<file path="src/rtl/bmi_weight_range.sv">
// bmi_weight_range
//
// Given an integer height h (metres) and a BMI category c, reports the
// inclusive weight range [w_min, w_max] (kg) whose BMI falls in c, using
// the floor-free definition lo(c)*h^2 <= w < hi(c)*h^2.
//
// The squaring and both bound multiplications share a single shift-add
// datapath:
//   SQR : h^2     8 iterations, one per bit of h
//   MLO : lo*h^2  5 iterations, one per bit of the 5-bit bound
//   MHI : hi*h^2  5 iterations
//
// busy and done are registered copies of the previous state. Each therefore
// appears one edge after the state that causes it:
//   - done rises 19 edges after a valid request is accepted
//   - done rises 1 edge after an invalid request is accepted
//   - busy and done are never high together
//
// Ports
//   clk       rising-edge clock
//   rst_n     asynchronous active-low reset
//   start     request pulse, sampled only in IDLE
//   height    height in integer metres (0 is invalid)
//   category  0 under, 1 normal, 2 over, 3 obese; 4..255 invalid
//   busy      request in progress
//   done      one-cycle completion pulse
//   w_min     smallest weight in the category, saturated to 255
//   w_max     largest weight in the category, saturated to 255
//   range_ok  saturated range is non-empty
//   error     last request was invalid
//
// The bound parameters must be non-zero and must fit in 5 bits (<= 31).

module bmi_weight_range #(
  parameter int unsigned T_UNDER = 18,
  parameter int unsigned T_OVER  = 25,
  parameter int unsigned T_OBESE = 30
) (
  input  logic       clk,
  input  logic       rst_n,
  input  logic       start,
  input  logic [7:0] height,
  input  logic [7:0] category,
  output logic       busy,
  output logic       done,
  output logic [7:0] w_min,
  output logic [7:0] w_max,
  output logic       range_ok,
  output logic       error
);

  // 31 * 255^2 < 2^21, so no product can overflow before saturation.
  localparam int unsigned PW = 21;

  localparam logic [4:0] BoundUnder = 5'(T_UNDER);
  localparam logic [4:0] BoundOver  = 5'(T_OVER);
  localparam logic [4:0] BoundObese = 5'(T_OBESE);

  localparam logic [PW-1:0] Sat = PW'(255);

  typedef enum logic [2:0] {
    StIdle,
    StSqr,
    StMlo,
    StMhi,
    StDone
  } state_e;

  state_e        state_q;
  logic [2:0]    cnt_q;
  logic [1:0]    cat_q;
  logic [15:0]   sq_q;
  logic [PW-1:0] mcand_q;
  logic [7:0]    mplier_q;
  logic [PW-1:0] acc_q;
  logic [PW-1:0] lo_prod_q;

  logic          busy_q;
  logic          done_q;
  logic [7:0]    w_min_q;
  logic [7:0]    w_max_q;
  logic          range_ok_q;
  logic          error_q;

  logic [PW-1:0] acc_step;
  logic [4:0]    lo_c;
  logic [4:0]    hi_c;
  logic          req_invalid;
  logic [PW-1:0] hi_m1;
  logic [7:0]    res_min;
  logic [7:0]    res_max;
  logic          res_ok;

  // One shift-add iteration: add the multiplicand when the current
  // multiplier LSB is set.
  always_comb begin
    acc_step = acc_q + (mplier_q[0] ? mcand_q : '0);
  end

  // Category bounds. hi for obese is unbounded. The MHI pass still runs so
  // that the latency does not depend on the category. Its product is ignored.
  always_comb begin
    lo_c = 5'd0;
    hi_c = BoundUnder;
    case (cat_q)
      2'd0: begin
        lo_c = 5'd0;
        hi_c = BoundUnder;
      end
      2'd1: begin
        lo_c = BoundUnder;
        hi_c = BoundOver;
      end
      2'd2: begin
        lo_c = BoundOver;
        hi_c = BoundObese;
      end
      default: begin
        lo_c = BoundObese;
        hi_c = BoundObese;
      end
    endcase
  end

  always_comb begin
    req_invalid = (height == 8'd0) || (category > 8'd3);
  end

  // Result formation during the last MHI iteration. acc_step holds hi*h^2
  // at that point.
  always_comb begin
    hi_m1   = acc_step - PW'(1);
    res_min = 8'd255;
    res_max = 8'd255;
    res_ok  = 1'b0;

    if (lo_prod_q <= Sat) begin
      res_ok  = 1'b1;
      res_min = lo_prod_q[7:0];

      if (cat_q == 2'd3) begin
        res_max = 8'd255;
      end else if (hi_m1 > Sat) begin
        res_max = 8'd255;
      end else begin
        res_max = hi_m1[7:0];
      end
    end
  end

  always_ff @(posedge clk or negedge rst_n) begin
    if (!rst_n) begin
      state_q    <= StIdle;
      cnt_q      <= '0;
      cat_q      <= '0;
      sq_q       <= '0;
      mcand_q    <= '0;
      mplier_q   <= '0;
      acc_q      <= '0;
      lo_prod_q  <= '0;
      busy_q     <= 1'b0;
      done_q     <= 1'b0;
      w_min_q    <= '0;
      w_max_q    <= '0;
      range_ok_q <= 1'b0;
      error_q    <= 1'b0;
    end else begin
      busy_q <= (state_q == StSqr) || (state_q == StMlo) || (state_q == StMhi);
      done_q <= (state_q == StDone);

      case (state_q)
        StIdle: begin
          if (start) begin
            if (req_invalid) begin
              w_min_q    <= '0;
              w_max_q    <= '0;
              range_ok_q <= 1'b0;
              error_q    <= 1'b1;
              state_q    <= StDone;
            end else begin
              cat_q    <= category[1:0];
              mcand_q  <= PW'(height);
              mplier_q <= height;
              acc_q    <= '0;
              cnt_q    <= '0;
              state_q  <= StSqr;
            end
          end
        end

        StSqr: begin
          if (cnt_q == 3'd7) begin
            sq_q     <= acc_step[15:0];
            mcand_q  <= acc_step;
            mplier_q <= {3'b000, lo_c};
            acc_q    <= '0;
            cnt_q    <= '0;
            state_q  <= StMlo;
          end else begin
            acc_q    <= acc_step;
            mcand_q  <= mcand_q << 1;
            mplier_q <= mplier_q >> 1;
            cnt_q    <= cnt_q + 3'd1;
          end
        end

        StMlo: begin
          if (cnt_q == 3'd4) begin
            lo_prod_q <= acc_step;
            mcand_q   <= PW'(sq_q);
            mplier_q  <= {3'b000, hi_c};
            acc_q     <= '0;
            cnt_q     <= '0;
            state_q   <= StMhi;
          end else begin
            acc_q    <= acc_step;
            mcand_q  <= mcand_q << 1;
            mplier_q <= mplier_q >> 1;
            cnt_q    <= cnt_q + 3'd1;
          end
        end

        StMhi: begin
          if (cnt_q == 3'd4) begin
            w_min_q    <= res_min;
            w_max_q    <= res_max;
            range_ok_q <= res_ok;
            error_q    <= 1'b0;
            cnt_q      <= '0;
            state_q    <= StDone;
          end else begin
            acc_q    <= acc_step;
            mcand_q  <= mcand_q << 1;
            mplier_q <= mplier_q >> 1;
            cnt_q    <= cnt_q + 3'd1;
          end
        end

        StDone: begin
          state_q <= StIdle;
        end

        default: begin
          state_q <= StIdle;
        end
      endcase
    end
  end

  assign busy     = busy_q;
  assign done     = done_q;
  assign w_min    = w_min_q;
  assign w_max    = w_max_q;
  assign range_ok = range_ok_q;
  assign error    = error_q;

endmodule

</file>
<file path="config.mk">
export PLATFORM = sky130hd
export DESIGN_NAME = bmi_weight_range
export DESIGN_NICKNAME = d
export VERILOG_FILES = /design/src/rtl/bmi_weight_range.sv
export SDC_FILE = /design/constraint.sdc
export NUM_CORES = 1
export LEC_CHECK = 0
export ABC_AREA = 0
export CELL_PAD_IN_SITES_DETAIL_PLACEMENT = 1
export CELL_PAD_IN_SITES_GLOBAL_PLACEMENT = 1
export CORE_ASPECT_RATIO = 0.75
export CORE_MARGIN = 5
export CORE_UTILIZATION = 46
export DETAILED_ROUTE_END_ITERATION = 16
export PLACE_DENSITY_LB_ADDON = 0.1
export RECOVER_POWER = 100
export SLEW_MARGIN = 20
export SYNTH_ARGS = -nofsm -noshare
export SYNTH_HDL_FRONTEND = slang
export SYNTH_SLANG_ARGS = --single-unit
</file>
<file path="constraint.sdc">
create_clock -name clk -period 4.75 [get_ports clk]
set_input_delay 1.425 -clock clk [delete_from_list [all_inputs] [get_ports clk]]
set_output_delay 1.425 -clock clk [all_outputs]
set_load 0.05 [all_outputs]
</file>
==> flow_metrics.tcl, run 1 <==
set metrics [dict create \
    clock_sinks 115 \
    antennaDiodeCount 0 \
    seq_area_mm2 0.00288 \
    synth-edff-count 0 \
    fp.dieW_um 148 \
    syn_nets 781 \
    dieArea_mm2 0.0167 \
    period_share 0.921 \
    vias_per_cell 6.20 \
    outcome "complete, but fails checks" \
    io_buffers 38 \
    start_util 0.472 \
    dpl.hpwl_mm 14.1 \
    hp-start "w_min[6]$_DFFE_PN0P_" \
    grt_pass1_vias 6235 \
    place_inst 915 \
    grt_max_degree 71 \
    synth-seq-area-share 0.440 \
    finalHoldViolCount 0 \
    fin_skew_ns 0.00590 \
    hp-class "reg -> reg" \
    violations "capacitance limit, slew limit" \
    die_y_um 113 \
    yosys.area.top_type_share 0.440 \
    critical_path_arrival_ns 4.66 \
    drv_cap 3 \
    insertion_delay_ns 0.41 \
    via_count 5869 \
    cts_buffer_depth 2 \
    ant_nets 0 \
    cts_tree "yes" \
    critPathLaunchType "input port" \
    avgSynthCellArea_um2 8.88 \
    path_class "in -> reg" \
    r2r_start "mplier_q[0]$_DFFE_PN0P_" \
    row_count 37 \
    io_pins 39 \
    cts_root_buffer "clkbuf_16" \
    relSlewSlack -0.693 \
    synth_ff_type "dfrtp_1" \
    clk_pin_slew_worst_paths_ns 0.05 \
    crit_path_end_kind "flop" \
    multiInputGateArea_mm2 0.00339 \
    cp_data_required_time_ns 5.04 \
    holdPathStages 2 \
    power.density_mw_per_mm2 386 \
    synth-seq-cells 115 \
    maxSlewViolCount 91 \
    clock.fmax_ghz 0.229 \
    overflow 0 \
    routed_wl_mm 20.3 \
    yosysUniqueCellTypes 78 \
    synthTopCellsByArea "dfrtp_1, nand2_1, o21ai_0" \
    syn_inst 736 \
    post_cts_buffers 0 \
    setup_viol 0 \
    fillers 1607 \
    layout.nets 804 \
    r2r_cells 13 \
    cts_max_level 4 \
    regToRegSetupSlack_ns 0.45 \
    grt_pass1_wl_mm 33.6 \
    drc_errors 0 \
    antenna_found_initial 0 \
    drive_gt1_frac 0.0726 \
    p_leak_nw 3.73 \
    drt-initial-drc-count 553 \
    synth_area_mm2 0.00654 \
    placeableCoreArea_mm2 0.0138 \
    rsz0062_at_grt "false" \
    numCtsBuffers 17 \
    r2r-end "w_max[4]$_DFFE_PN0P_" \
    synthArstFlopShare 1.00 \
    hold_end "w_min[6]$_DFFE_PN0P_" \
    area_delta_synth_final_pct 17.0 \
    drt_pass1_iterations 7 \
    fin_crit_ns 4.37 \
    tightestPinTransition_ns 2.54 \
    gp_congestion 0.951 \
    synth_top_area_cell "dfrtp_1" \
    fin_setup_tns_ns 0 \
    stdcell_count 946 \
    grt_usage 0.252 \
    cp_max_fo 56 \
    yosys_warnings 0 \
    peakVddDrop_v 0.000307 \
    wl_per_cell_um 21.5 \
    finalPower_mw 2.95 \
]
-- stage by stage --
step / hold slack (ns) / util / worst slack (ns) / area [um^2]
finish: 0.466 / 0.553 / 0.377 / 7650
global route: 0.502 / 0.553 / 0.130 / 7650
CTS: 0.478 / 0.555 / 0.354 / 7680
detailed placement: 0.466 / 0.509 / 0.425 / 7050
global placement: 0.458 / 0.509 / 0.630 / 7050
floorplan: 0.445 / - / 0.870 / 6540
-- placed cells by master, fill, tap and decap left out, drive strengths merged, types with 3 or more instances in the layout --
| cell type | count |
|---|---|
| nor4 | 7 |
| o21ai | 75 |
| clkdlybuf4s50 | 16 |
| and2 | 29 |
| ha | 25 |
| nor4b | 3 |
| xnor2 | 11 |
| clkbuf | 24 |
| and3 | 4 |
| buf | 8 |
| nor2b | 5 |
| nor3 | 14 |
| a21oi | 31 |
| nor2 | 33 |
| mux2i | 4 |
| xor2 | 11 |
| dfrtp | 115 |
| o31ai | 3 |
| nand2b | 8 |
| inv | 17 |
| or2 | 4 |
| dlygate4sd3 | 21 |
| o211ai | 3 |
| a22oi | 13 |
| a221o | 5 |
| a211o | 6 |
| mux2 | 3 |
| a21o | 17 |
| a211oi | 3 |
| a222oi | 13 |
| nand3 | 14 |
| nand2 | 162 |
| a221oi | 6 |
| bufinv | 5 |
| nand4 | 4 |
| clkinv | 5 |
| a22o | 11 |
| a21boi | 3 |
-- per-layer routing --
| layer | wire (um) | vias up | part of all wire | global-route usage |
|---|---|---|---|---|
| met4 | 155 | 0 | 0.0076 | 0.0646 |
| met2 | 9020 | 175 | 0.44 | 0.391 |
| met3 | 1000 | 13 | 0.049 | 0.0464 |
| li1 | - | 2677 | - | - |
| met5 | 0 | - | 0 | 0 |
| met1 | 10100 | 3004 | 0.50 | 0.366 |
-- worst max path at each step --
stage / from / endpoint / slack [ns] / cells past startpoint
floorplan: mplier_q[0]$_DFFE_PN0P_ / w_max[3]$_DFFE_PN0P_ / 0.87 / 15
global placement: mcand_q[0]$_DFFE_PN0P_ / w_max[4]$_DFFE_PN0P_ / 0.63 / 12
finish: height[3] / mplier_q[5]$_DFFE_PN0P_ / 0.38 / 9
detailed placement: mcand_q[0]$_DFFE_PN0P_ / w_max[4]$_DFFE_PN0P_ / 0.43 / 12
CTS: mcand_q[0]$_DFFE_PN0P_ / w_max[4]$_DFFE_PN0P_ / 0.35 / 12
global route: height[3] / mplier_q[5]$_DFFE_PN0P_ / 0.13 / 9
-- state kept, by name, summed over array words and instances, names as in the netlist --
register,count
acc_q,21
lo_prod_q,21
mcand_q,21
sq_q,16
mplier_q,8
w_max,8
w_min,8
cnt_q,3
state_q,3
cat_q,2
busy,1
done,1
error,1
range_ok,1
-- cell families (layout without fill, tap and decap cells) --
group	count (synthesis)	after routing	synth area share
AO/OA/AOI/OAI	210	210	0.218
multiplexers	7	7	0.0113
flip-flops	115	115	0.440
buffers and inverters	62	97	0.0413
AND/OR/NAND/NOR	294	294	0.206
XOR/XNOR	22	22	0.0318
adder cells (fa/ha/maj)	26	26	0.0509
-- report_power, final --
group,internal [mW],switching (mW)
Combinational,0.157,0.293
Sequential,1.04,0.0557
Clock,0.950,0.456
Total,2.15,0.805
-- final cells by class --
cell class / instances / share of cell area
Clock buffer: 20 / 0.0597
Tap cell: 175 / 0.0286
Inverter: 17 / 0.00834
Timing Repair Buffer: 49 / 0.0595
Clock inverter: 11 / 0.0239
Multi-Input combinational cell: 559 / 0.444
Sequential cell: 115 / 0.376
-- Yosys cell counts, types with 3 or more instances --
master    count
nor3_1       14
a21o_1       16
nor4_1        7
o31ai_1       3
mux2i_1       4
nand4_1       4
a211o_1       6
o21ai_0      72
a221oi_1      5
a222oi_1     13
a211oi_1      3
nand3_1      13
and2_1       28
inv_1        17
ha_1         25
clkbuf_1     33
buf_1         3
o21ai_1       3
nand2b_1      8
a22o_1       10
nor2b_1       5
and3_1        3
a22oi_1      13
nor2_1       33
mux2_2        3
or2_2         3
xnor2_1      10
a21oi_1      30
nand2_1     162
xor2_1       10
dfrtp_1     115
a221o_1       5
-- worst max-delay path, cell delays in order --
cell and delay (ns):
clkdlybuf4s50_1 0.49, nor4_1 0.29, a21oi_1 0.15, nand2_1 0.16
a21o_1 0.21, nand2b_1 0.61, buf_2 0.87, nor2_1 0.12
a221o_1 0.30
-- timing repair --
item / 4_1_cts / 5_1_grt
hold buffers: 0 / 0
resized for setup: 0 / 1
endpoints found under the setup margin: 0 / 1
No activity file was read; power rests on OpenSTA's default activity.
==> inputs of run 2 (changes only) <==
--- a/config.mk
+++ b/config.mk
@@ -6,12 +6,14 @@
 export NUM_CORES = 1
 export LEC_CHECK = 0
 export ABC_AREA = 0
+export ABC_CLOCK_PERIOD_IN_PS = 4750
 export CELL_PAD_IN_SITES_DETAIL_PLACEMENT = 1
 export CELL_PAD_IN_SITES_GLOBAL_PLACEMENT = 1
 export CORE_ASPECT_RATIO = 0.75
 export CORE_MARGIN = 5
 export CORE_UTILIZATION = 46
 export DETAILED_ROUTE_END_ITERATION = 16
+export HOLD_SLACK_MARGIN = 0.05
 export PLACE_DENSITY_LB_ADDON = 0.1
 export RECOVER_POWER = 100
 export SLEW_MARGIN = 20
==> results of run 2 <==
The final DEF is identical to that of run 1; final timing and power are the same.
